--- src/rtl/ps2_pkg.sv ---
// ps2_pkg: shared FSM state type, prefix byte codes and parity helper for the PS/2 receiver
package ps2_pkg;

    typedef enum logic [1:0] {
        IDLE   = 2'd0,
        DATA   = 2'd1,
        PARITY = 2'd2,
        STOP   = 2'd3
    } ps2_state_e;

    localparam logic [7:0] PS2_PFX_EXT = 8'hE0;
    localparam logic [7:0] PS2_PFX_BRK = 8'hF0;

    // PS/2 uses odd parity: data bits plus parity bit must hold an odd number of ones
    function automatic logic ps2_parity_ok(input logic [7:0] data, input logic par);
        return ^{data, par};
    endfunction

endpackage

--- src/rtl/ps2_line_filter.sv ---
// ps2_line_filter: synchronises and deglitches the raw PS/2 clock, producing the filtered level and a one-cycle falling-edge strobe
module ps2_line_filter #(
    parameter int SYNC_STAGES = 2,
    parameter int FILTER_LEN  = 4
) (
    input  logic clk,
    input  logic rst_n,
    input  logic line_i,
    output logic fclk_o,
    output logic fall_o
);

    logic [SYNC_STAGES-1:0] sync_q;
    logic [FILTER_LEN-1:0]  hist_q, hist_d;
    logic                   fclk_q, fclk_d, fall_q;

    // filtered level only moves once the whole history window agrees
    always_comb begin
        hist_d = {hist_q[FILTER_LEN-2:0], sync_q[SYNC_STAGES-1]};
        fclk_d = (&hist_d) ? 1'b1 : (~|hist_d) ? 1'b0 : fclk_q;
    end

    // synchroniser chain, sample history and edge strobe; idle line level is high
    always_ff @(posedge clk or negedge rst_n) begin
        if (!rst_n) begin
            sync_q <= '1;
            hist_q <= '1;
            fclk_q <= 1'b1;
            fall_q <= 1'b0;
        end else begin
            sync_q <= {sync_q[SYNC_STAGES-2:0], line_i};
            hist_q <= hist_d;
            fclk_q <= fclk_d;
            fall_q <= fclk_q & ~fclk_d;
        end
    end

    assign fclk_o = fclk_q;
    assign fall_o = fall_q;

endmodule

--- src/rtl/ps2_scan_rx.sv ---
// ps2_scan_rx: PS/2 device-to-host receiver that deframes scan bytes, folds E0/F0 prefixes into flags and strobes key events
module ps2_scan_rx
    import ps2_pkg::*;
#(
    parameter int SYNC_STAGES    = 2,
    parameter int FILTER_LEN     = 4,
    parameter int TIMEOUT_CYCLES = 20000
) (
    input  logic       clk,
    input  logic       rst_n,
    input  logic       ps2_clk_i,
    input  logic       ps2_data_i,
    output logic [7:0] code_o,
    output logic       code_valid_o,
    output logic       is_break_o,
    output logic       is_ext_o,
    output logic       parity_err_o,
    output logic       framing_err_o
);

    localparam int                TMO_W   = $clog2(TIMEOUT_CYCLES + 1);
    localparam logic [TMO_W-1:0] TMO_MAX = TMO_W'(TIMEOUT_CYCLES);

    logic                   fclk, fall_raw, fall, data_s;
    logic [SYNC_STAGES-1:0] dsync_q;
    ps2_state_e             state_q, state_d;
    logic [2:0]             bitcnt_q, bitcnt_d;
    logic [7:0]             shift_q, shift_d;
    logic                   par_q, par_d;
    logic [TMO_W-1:0]       tmo_q, tmo_d;
    logic                   ext_pend_q, ext_pend_d, brk_pend_q, brk_pend_d;
    logic [7:0]             code_q, code_d;
    logic                   brk_q, brk_d, ext_q, ext_d;
    logic                   valid_q, valid_d, perr_q, perr_d, ferr_q, ferr_d;

    ps2_line_filter #(
        .SYNC_STAGES (SYNC_STAGES),
        .FILTER_LEN  (FILTER_LEN)
    ) u_clk_filter (
        .clk    (clk),
        .rst_n  (rst_n),
        .line_i (ps2_clk_i),
        .fclk_o (fclk),
        .fall_o (fall_raw)
    );

    // an edge only counts once the filtered clock is actually low
    assign fall   = fall_raw & ~fclk;
    assign data_s = dsync_q[SYNC_STAGES-1];

    // frame deserialiser, timeout watchdog, prefix folding and event/error strobes
    always_comb begin
        state_d    = state_q;
        bitcnt_d   = bitcnt_q;
        shift_d    = shift_q;
        par_d      = par_q;
        ext_pend_d = ext_pend_q;
        brk_pend_d = brk_pend_q;
        code_d     = code_q;
        brk_d      = brk_q;
        ext_d      = ext_q;
        valid_d    = 1'b0;
        perr_d     = 1'b0;
        ferr_d     = 1'b0;
        tmo_d      = (state_q == IDLE || fall) ? '0 :
                     (tmo_q == TMO_MAX) ? tmo_q : tmo_q + TMO_W'(1);
        if (state_q != IDLE && !fall && tmo_q == TMO_MAX) begin
            state_d    = IDLE;
            ferr_d     = 1'b1;
            ext_pend_d = 1'b0;
            brk_pend_d = 1'b0;
            tmo_d      = '0;
        end else if (fall) begin
            case (state_q)
                IDLE: begin
                    if (!data_s) begin
                        state_d  = DATA;
                        bitcnt_d = '0;
                    end
                end
                DATA: begin
                    shift_d  = {data_s, shift_q[7:1]};
                    bitcnt_d = bitcnt_q + 3'd1;
                    if (bitcnt_q == 3'd7) state_d = PARITY;
                end
                PARITY: begin
                    par_d   = data_s;
                    state_d = STOP;
                end
                STOP: begin
                    state_d = IDLE;
                    if (!data_s) begin
                        ferr_d     = 1'b1;
                        ext_pend_d = 1'b0;
                        brk_pend_d = 1'b0;
                    end else if (!ps2_parity_ok(shift_q, par_q)) begin
                        perr_d     = 1'b1;
                        ext_pend_d = 1'b0;
                        brk_pend_d = 1'b0;
                    end else if (shift_q == PS2_PFX_EXT) begin
                        ext_pend_d = 1'b1;
                    end else if (shift_q == PS2_PFX_BRK) begin
                        brk_pend_d = 1'b1;
                    end else begin
                        valid_d    = 1'b1;
                        code_d     = shift_q;
                        brk_d      = brk_pend_q;
                        ext_d      = ext_pend_q;
                        ext_pend_d = 1'b0;
                        brk_pend_d = 1'b0;
                    end
                end
            endcase
        end
    end

    // state registers; reset abandons any frame in flight without raising an error
    always_ff @(posedge clk or negedge rst_n) begin
        if (!rst_n) begin
            dsync_q    <= '1;
            state_q    <= IDLE;
            bitcnt_q   <= '0;
            shift_q    <= '0;
            par_q      <= 1'b0;
            tmo_q      <= '0;
            ext_pend_q <= 1'b0;
            brk_pend_q <= 1'b0;
            code_q     <= '0;
            brk_q      <= 1'b0;
            ext_q      <= 1'b0;
            valid_q    <= 1'b0;
            perr_q     <= 1'b0;
            ferr_q     <= 1'b0;
        end else begin
            dsync_q    <= {dsync_q[SYNC_STAGES-2:0], ps2_data_i};
            state_q    <= state_d;
            bitcnt_q   <= bitcnt_d;
            shift_q    <= shift_d;
            par_q      <= par_d;
            tmo_q      <= tmo_d;
            ext_pend_q <= ext_pend_d;
            brk_pend_q <= brk_pend_d;
            code_q     <= code_d;
            brk_q      <= brk_d;
            ext_q      <= ext_d;
            valid_q    <= valid_d;
            perr_q     <= perr_d;
            ferr_q     <= ferr_d;
        end
    end

    assign code_o        = code_q;
    assign code_valid_o  = valid_q;
    assign is_break_o    = brk_q;
    assign is_ext_o      = ext_q;
    assign parity_err_o  = perr_q;
    assign framing_err_o = ferr_q;

endmodule

--- config.mk ---
export PLATFORM = sky130hd
export DESIGN_NAME = ps2_scan_rx
export DESIGN_NICKNAME = d
export VERILOG_FILES = /design/src/rtl/ps2_pkg.sv /design/src/rtl/ps2_line_filter.sv /design/src/rtl/ps2_scan_rx.sv
export SDC_FILE = /design/constraint.sdc
export NUM_CORES = 1
export LEC_CHECK = 0
export CAP_MARGIN = 10
export CELL_PAD_IN_SITES_DETAIL_PLACEMENT = 1
export CELL_PAD_IN_SITES_GLOBAL_PLACEMENT = 1
export CORE_MARGIN = 2
export CORE_UTILIZATION = 40
export CTS_BUF_LIST = sky130_fd_sc_hd__clkbuf_4
export CTS_CLUSTER_SIZE = 14
export DETAILED_ROUTE_END_ITERATION = 7
export HOLD_SLACK_MARGIN = 0.02
export PLACE_DENSITY = 0.8
export REMOVE_ABC_BUFFERS = 1
export SLEW_MARGIN = 20
export SYNTH_ARGS = -nofsm -noshare
export SYNTH_HDL_FRONTEND = slang
export SYNTH_HIERARCHICAL = 1
export SYNTH_SLANG_ARGS = --single-unit
--- constraint.sdc ---
create_clock -name clk -period 2.2 [get_ports clk]
set_input_delay 0.44 -clock clk [delete_from_list [all_inputs] [get_ports clk]]
set_output_delay 0.44 -clock clk [all_outputs]
set_load 0.05 [all_outputs]
* After elaboration in Yosys (flattened, before gate mapping)
Cells that the tools add are included.
Cells by class: reductions and logical operators 19, $add $sub $neg 2, eq/ne operators 13, bitwise gates (word level) 7, multiplexer cells 42
Operator list (count):
- 15-bit 2-to-1 mux | 3
- 1-bit 2-to-1 mux | 32
- 8-bit equality test (second input constant) | 2
- 15-bit by 1-bit adder with 15-bit output (second input constant) | 1
- 15-bit equality test (second input constant) | 1
- 3-bit AND reduction | 5
- 9-bit XOR reduction | 1
- 2-bit 2-to-1 mux | 4
- 2-bit case mux with 4 select lines | 1
- 4-bit AND reduction | 2
- 2-bit nonzero test | 4
- 7-bit AND reduction | 1
- 3-bit by 2-bit inequality test with 1-bit output (second input constant) | 2
- 3-bit case mux with 2 select lines | 1
- 5-bit inequality test (second input constant) | 1
- 1-bit NOT | 5
- 2-bit equality test (second input constant) | 2
- 4-bit inequality test (second input constant) | 1
- 4-bit OR reduction | 1
- 3-bit by 1-bit adder with 3-bit output (second input constant) | 1
- 3-bit equality test (second input constant) | 1
- 3-bit 2-to-1 mux | 1
- 3-bit inequality test (second input constant) | 1
- 1-bit AND | 2
- other kinds (6) | 7
Storage, ports and cells: input bits 4, register bits 53, output and inout bits 13

* Depth between registers and ports, before layout
Gate-level depths: netlist of run 1.
depth after elaboration 8, gate-level depth with buffers 7

* Hierarchy
The synthesis of run 1 kept the hierarchy.
By module, submodules not included:
- ps2_scan_rx | cells an instance 193, area each 2220.9 um^2, seq. area each 1153.6 um^2, times used 1
- ps2_line_filter | cells an instance 12, area each 221.5 um^2, seq. area each 182.7 um^2, times used 1

* Worst setup path before layout of run 1
Ideal clock, no wire load.
path type reg2reg, from register shift_q[2], to register code_q[1], in the netlist code_o[1], slack 0.352 ns, stages on the path, launching flop included 6, arrival time 1.723 ns, cell sequence dfrtp_1 -> xor2_1 -> xnor3_1 -> mux2i_1 -> buf_6 -> mux2_2
On the way: word-level cells in the longest chain between the ends 3
Ends and longest elaborated chain:
- start: declaration | RTL line ps2_scan_rx.sv:28 | logic [7:0] shift_q, shift_d;
- start signal: assignment | RTL line ps2_scan_rx.sv:138 | shift_q <= shift_d;
- 8-bit equality test, on equally long branches | RTL line ps2_scan_rx.sv:102, ps2_scan_rx.sv:100
- 1-bit NOT (no source line)
- 7-bit AND reduction (no source line) (*)
- end signal: assignment | RTL line ps2_scan_rx.sv:143 | code_q <= code_d;
- end: declaration | RTL line ps2_scan_rx.sv:32 | logic [7:0] code_q, code_d;
Every way passes the cells marked *; elsewhere a longest branch is shown, timed or not. A chain may end at the register's enable or synchronous reset.

* Final worst setup path of run 1
from register code_q[6], in the netlist code_o[6], to output code_o[6]
RTL lines:
- end: declaration | RTL line ps2_scan_rx.sv:13 | output logic [7:0] code_o,
No word-level cell between the ends.

==> results of run 1 <==
## power by group
part           switching, W  internal, W
Clock              0.000309     0.000255
Sequential         0.000100      0.00107
Combinational      0.000229     0.000166
Total              0.000638      0.00149
## what timing repair did
action                                  in CTS  in global routing
hold endpoints to repair                     2                  0
endpoints found under the setup margin       0                  0
setup buffers                                0                  0
hold buffers                                 1                  0
## final timing paths
path | start | end
min in group asynchronous | rst_n | tmo_q[5]$_DFF_PN0_
hold / removal | dsync_q[0]$_DFF_PN1_ | dsync_q[1]$_DFF_PN1_
max in group asynchronous | rst_n | par_q$_DFFE_PN0P_
setup / recovery | code_o[6]$_DFFE_PN0P_ | code_o[6]
hold reg to reg | dsync_q[0]$_DFF_PN1_ | dsync_q[1]$_DFF_PN1_
setup reg to reg | shift_q[2]$_DFFE_PN0P_ | code_o[6]$_DFFE_PN0P_
## flip-flops by register name, indices dropped and copies added (netlist names), 2 cells and up
| name | flops |
|---|---|
| u_clk_filter/sync_q | 2 |
| tmo_q | 15 |
| shift_q | 8 |
| u_clk_filter/hist_q | 3 |
| bitcnt_q | 3 |
| code_o | 8 |
| dsync_q | 2 |
| state_q | 2 |
## synth_stat cells (2+ instances only)
cell type  number
a211oi_1        5
a21o_1          2
a21oi_1         5
and2_1          5
and3_1          3
and4_1          3
and4b_1         2
clkbuf_1        4
dfrtp_1        45
dfstp_2         8
ha_1            8
inv_1           8
mux2_2         16
nand2_1        16
nand3_1         6
nand4_1         9
nor2_1         15
nor2b_1         2
nor3_1          2
o21ai_0         6
o221ai_1        2
xnor2_1         4
xnor3_1         2
xor2_1         12
## through the flow
stage                     utilization  area (um^2)  worst slack (ns)
after floorplan                     -         2416           0.03601
final                          0.4710         2789            0.1809
after global placement         0.4552         2695            0.3324
after global routing           0.4710         2789           0.09274
after CTS                      0.4710         2789            0.1461
after detailed placement       0.4552         2695            0.1855
## cell type report
cell class / instances / area (um^2) / share of cell area
repair buffers: 21 / 195.2 / 0.06999
flip-flops and latches: 53 / 1336 / 0.4791
well taps: 75 / 93.84 / 0.03365
multi-input cells: 139 / 1050 / 0.3764
clock buffers: 6 / 45.04 / 0.01615
clock inverters: 2 / 38.79 / 0.01391
inverters: 8 / 30.03 / 0.01077
## cells by family after synthesis
kind of cell    count (synthesis)  share of synthesized area
mux                            17                    0.07787
fa+ha+maj                       8                    0.04099
flops                          53                     0.5471
compound gates                 25                    0.07121
simple gates                   70                     0.1537
buf+inv                        13                    0.02305
xor+xnor                       19                    0.08606
## layer usage
metal / GRT usage / up-vias
li1: - / 773
met1: 0.2251 / 834
met2: 0.2780 / 17
met3: 0.02935 / 2
met4: 0.05500 / 0
met5: 0 / -
==> results.md, run 1 <==
- Flop-to-flop setup slack: 0.19 ns
- Pwr dens: 764.4 nW/um^2
- Met2 WL: between 2 and 2.5 mm
- Vias in the first global route: between 1500 and 2000
- Required time of the critical path: 1.76 ns
- Final setup violation count: 0
- Clock Latency Late Sink: roughly 0.37 ns
- Total Power: roughly 0.0021 W
- Initial antenna violation count: 0
- Cts bufs inserted: 5
- Drt pass-1 iters: 4
- WS Path Type: reg2out
- Core box area: ~6000 um^2
- Largest area contributor in the netlist: dfrtp_1
- Cells after synthesis: a little over 200
- Syn-to-layout area delta: 14.19%
- Placed Instances: between 200 and 300
- Clk_skew: ~0.018 ns
- CTS H-tree lvls: 2
- Min-Delay Path Class: reg2reg
- Slew Limit Headroom: 0.6504
- Async S/R FF share, synth: 1.000
- Largest net degree at the start of global routing: 24
- Total track usage: 0.1682
- NumNets Final: 240
- Period utilization: 0.9178
- Worst path bufs/invs: 1
- Cell variety after synth: 39
- #FFs+latches synth: 53
- Maxcap violations: 0
- DRT iter0 DRCs: 85
- Lkg Pwr: between 1 and 1.5 nW
- Root Driver: clkbuf_4
- Highest metal layer with signal wires: met4
- GR Overflow Total: 0
- FP Rows: 28
- Residual DRC: 0
- Via density: approximately 5.3
- Startpoint Class: flop
- Dominant cells by area after synthesis: dfrtp_1 (46%), dfstp_2 (8.6%), mux2_2 (7.4%), xor2_1 (4.3%), ha_1 (4.1%)
- Post-DP HPWL: ~3.5 mm
- M1 wire length: around 2.3 mm
- Reg2reg path depth: 5
- TritonCTS clock tree: built
- Slowest stage delay, CP: slightly above 0.8 ns
- Sequential-to-total area share from yosys stat: 0.5471
- Ports: 17
- Crit path DAT: 1.58 ns
- Die ar.: just under 7000 um^2
- Final non-filler cell total: 304
- Crit path max-delay family: buffers and inverters
- Crit path time final: around 2.0 ns
- Global-route wire length before repair: ~8.6 mm
- Crit-path slowest cell: clkdlybuf4s50_1
- CP Depth: 1
- Unrepaired setup endpoints after global routing: no
- Routed Antenna Nets: 0
- CP endpoint kind: output port
- Peak VDD IR: about 420 uV
- Worst Max-Slew Pin Slew: about 0.52 ns
- Clock transition at path regs: about 0.16 ns
- Total negative slack: 0 ns
- Routability cong.: between 0.7 and 0.8
- Most frequent cells in the layout: dfrtp_1 (45), nand2_1 (16), mux2_2 (16)
- Buffer levels on the longest clock path: 2
- Outcome: finished, final reports clean
- WHS Path Cells: 0
- CP Cell Sequence: clkdlybuf4s50_1
- Share of cells above drive strength 1: 0.1703
- Mapped Area: between 2000 and 2500 um^2
- Vias: between 1500 and 2000
- Crit Path Max Fanout: 2
- DR WL met3: roughly 95 um
- Number of synthesized flops with an enable pin: 0
- Max Slew Vio Count: 0
- Final wirelength: 4.900 mm
- Post-Syn Area per Cell: 11.91 um^2
- Die extent in x: 82.14 um
- Hold Fails Final Rpt: 0
- Die height: approximately 82 um
- Fill cells: between 600 and 700
- Initial Util: 0.4125
- Port bufs: 16
- Commonest non-fill, non-tap cell in the layout: dfrtp_1
- Post-cts sizing count: 0
- Max Clk Rate: between 400 and 500 MHz
- Sink Count: 53
- Ys Warns: 6
- Mean routed wirelength per cell: 16.12 um
- Final hold slack: between 0.3 and 0.4 ns
- Post-synth top flop: dfrtp_1
- Diodes inserted: 0
- Post-synth top area share: 0.4611
Note: power is estimated with default switching activity, not from simulation.
==> run 2, diff against run 1 <==
--- a/config.mk
+++ b/config.mk
@@ -16,7 +16,7 @@
 export HOLD_SLACK_MARGIN = 0.02
 export PLACE_DENSITY = 0.8
 export REMOVE_ABC_BUFFERS = 1
-export SLEW_MARGIN = 20
+export SLEW_MARGIN = 5
 export SYNTH_ARGS = -nofsm -noshare
 export SYNTH_HDL_FRONTEND = slang
 export SYNTH_HIERARCHICAL = 1
==> results of run 2 <==
Final layout, timing and power as in run 1 (identical DEF).
==> run 3, diff against run 2 <==
--- a/config.mk
+++ b/config.mk
@@ -8,6 +8,7 @@
 export CAP_MARGIN = 10
 export CELL_PAD_IN_SITES_DETAIL_PLACEMENT = 1
 export CELL_PAD_IN_SITES_GLOBAL_PLACEMENT = 1
+export CORE_ASPECT_RATIO = 1.4
 export CORE_MARGIN = 2
 export CORE_UTILIZATION = 40
 export CTS_BUF_LIST = sky130_fd_sc_hd__clkbuf_4
@@ -16,7 +17,7 @@
 export HOLD_SLACK_MARGIN = 0.02
 export PLACE_DENSITY = 0.8
 export REMOVE_ABC_BUFFERS = 1
-export SLEW_MARGIN = 5
+export SLEW_MARGIN = 20
 export SYNTH_ARGS = -nofsm -noshare
 export SYNTH_HDL_FRONTEND = slang
 export SYNTH_HIERARCHICAL = 1
==> results.md, run 3 (synthesized netlist as in run 1, its figures left out) <==
- Outcome: finished, final reports clean
- Diodes inserted: 0 (unchanged)
- WS Path Type: reg2out
- Slew Limit Headroom: 0.6593 (+0.008968)
- Residual DRC: 0 (unchanged)
- Crit path max-delay family: buffers and inverters
- Commonest non-fill, non-tap cell in the layout: dfrtp_1
- CP Depth: 1 (unchanged)
- NumNets Final: 241 (+0.42%)
- Post-DP HPWL: 3.865 mm (+9.1%)
- Fill cells: 645 (+2.2%)
- Worst path bufs/invs: 1 (unchanged)
- Period utilization: 0.9261 (+0.008377)
- Clk_skew: 0.01408 ns (-0.003933 ns)
- Multi-input logic area: 1050 um^2 (unchanged)
- Crit-path slowest cell: clkdlybuf4s50_1
- Syn-to-layout area delta: 13.37%
- Global-route wire length before repair: 8.666 mm (+0.80%)
- Buffer levels on the longest clock path: 2 (unchanged)
- Share of cells above drive strength 1: 0.1652 (-0.005088)
- Lkg Pwr: 1.325 nW (-0.53%)
- Worst r2r dst: code_o[7]$_DFFE_PN0P_
- Flop-to-flop setup slack: 0.21 ns (+0.02 ns)
- Unrepaired setup endpoints after global routing: no
- Die extent in x: 70.04 um (-15%)
- Vias: 1605 (-1.3%)
- Worst Max-Slew Pin Slew: 0.5094 ns (-0.01505 ns)
- Total Power: 0.001977 W (-7.3%)
- Startpoint Class: flop
- Hold Fails Final Rpt: 0 (unchanged)
- WHS Endpoint: dsync_q[1]$_DFF_PN1_
- Peak VDD IR: 415.9 uV (-2.0%)
- WHS Path Cells: 0 (unchanged)
- Drt pass-1 iters: 4 (unchanged)
- Pwr dens: 713.9 nW/um^2 (-6.6%)
- Clock transition at path regs: 0.14 ns (-0.02 ns)
- Hold-fix buffers at CTS: 1 (unchanged)
- Core box area: 5863 um^2 (-0.97%)
- Max Clk Rate: 490.8 MHz (-0.90%)
- Max reg flops: 15 (unchanged)
- CP Cell Sequence: clkdlybuf4s50_1
- Post-cts sizing count: 0 (unchanged)
- Mean routed wirelength per cell: 16.89 um (+4.8%)
- Final setup violation count: 0 (unchanged)
- Maxcap violations: 0 (unchanged)
- DRT iter0 DRCs: 74 (-13%)
- FP Rows: 33 (+18%)
- Most frequent cells in the layout: dfrtp_1 (45), nand2_1 (16), mux2_2 (16)
- Final wirelength: 5.068 mm (+3.4%)
- Min-Delay Path Class: reg2reg
- Routed Antenna Nets: 0 (unchanged)
- Die ar.: 6756 um^2 (+0.13%)
- Port bufs: 16 (unchanged)
- Reg with most FFs: tmo_q
- Via density: 5.350 (about the same)
- Clock Latency Late Sink: 0.37 ns (about the same)
- Sink Count: 53 (unchanged)
- Crit path time final: 2.038 ns (+0.01843 ns)
- GR met3 Demand/Resource: 0.03216 (+0.002810)
- Vias in the first global route: 1771 (-0.39%)
- Grt met1 use: 0.1771 (-0.04802)
- Root Driver: clkbuf_4
- Cts bufs inserted: 5 (unchanged)
- Global Route met2 Usage: 0.3302 (+0.05211)
- TritonCTS clock tree: built
- Largest net degree at the start of global routing: 27 (+13%)
- Max Slew Vio Count: 0 (unchanged)
- Total negative slack: 0 ns (unchanged)
- Total track usage: 0.1680 (-0.0002080)
- Min-delay src: dsync_q[0]$_DFF_PN1_
- Initial Util: 0.4166 (+0.004049)
- GR Overflow Total: 0 (unchanged)
- Crit Path Max Fanout: 2 (unchanged)
- Die height: 96.46 um (+17%)
- Initial antenna violation count: 0 (unchanged)
- Routability cong.: 0.7417 (-1.8%)
- Register area: 1336 um^2 (unchanged)
- Reg-to-reg startpoint: shift_q[2]$_DFFE_PN0P_
- Crit path DAT: 1.60 ns (+0.02 ns)
- Required time of the critical path: 1.76 ns (about the same)
- Slowest stage delay, CP: 0.82 ns (about the same)
- Final hold slack: 0.3697 ns (+0.001392 ns)
- CTS H-tree lvls: 2 (unchanged)
- CP endpoint kind: output port
- Post-CTS Setup Repair Bufs: 0 (unchanged)
- Reg2reg path depth: 5 (unchanged)
- GRT Max-Usage Layer: met2
- Ports: 17 (unchanged)
run 3: changes by cell type in the layout (fill, tap and decap cells not counted), sizes merged:
| cell | before | now |
|---|---|---|
| buf | 5 | 6 |
| bufinv | 1 | 0 |
| clkbuf | 6 | 5 |
| clkinv | 1 | 3 |
run 3: worst max path at each step:
| stage | start | endpoint | slack [ns] |
|---|---|---|---|
| after global placement | shift_q[2]$_DFFE_PN0P_ | code_o[4]$_DFFE_PN0P_ | 0.33 |
| after CTS | code_o[7]$_DFFE_PN0P_ | code_o[7] | 0.13 |
| after global routing | code_o[7]$_DFFE_PN0P_ | code_o[7] | 0.10 |
| after floorplan | shift_q[2]$_DFFE_PN0P_ | code_o[0]$_DFFE_PN0P_ | 0.04 |
| final | code_o[7]$_DFFE_PN0P_ | code_o[7] | 0.16 |
| after detailed placement | shift_q[2]$_DFFE_PN0P_ | code_o[7]$_DFFE_PN0P_ | 0.21 |
run 3: cell type report:
class / instances / share of cell area
Timing Repair Buffer: 22 / 0.07772
Sequential cell: 53 / 0.4826
Tap cell: 70 / 0.03163
Clock buffer: 5 / 0.01356
Inverter: 8 / 0.01084
Multi-Input combinational cell: 139 / 0.3791
Clock inverter: 3 / 0.004519
run 3: routing by layer:
metal / routed length [um] / up-vias / share of wire
li1: - / 773 / -
met1: 1965 / 808 / 0.39
met2: 2903 / 17 / 0.57
met3: 118 / 7 / 0.023
met4: 81 / 0 / 0.016
met5: 0 / - / 0
run 3: metrics by stage:
step	cell area, um^2	setup slack [ns]	util	instances
floorplan	2416	0.03601	-	200
global placement	2709	0.3299	0.4620	291
detailed placement	2709	0.2061	0.4620	291
CTS	2769	0.1280	0.4723	300
global route	2769	0.1038	0.4723	300
finish	2769	0.1625	0.4723	300
run 3: power by group:
| group | internal [W] | total, W | switching [W] |
|---|---|---|---|
| Sequential | 0.00107 | 0.00118 | 0.000103 |
| Combinational | 0.000168 | 0.000388 | 0.000220 |
| Clock | 0.000116 | 0.000413 | 0.000297 |
| Total | 0.00136 | 0.00198 | 0.000620 |
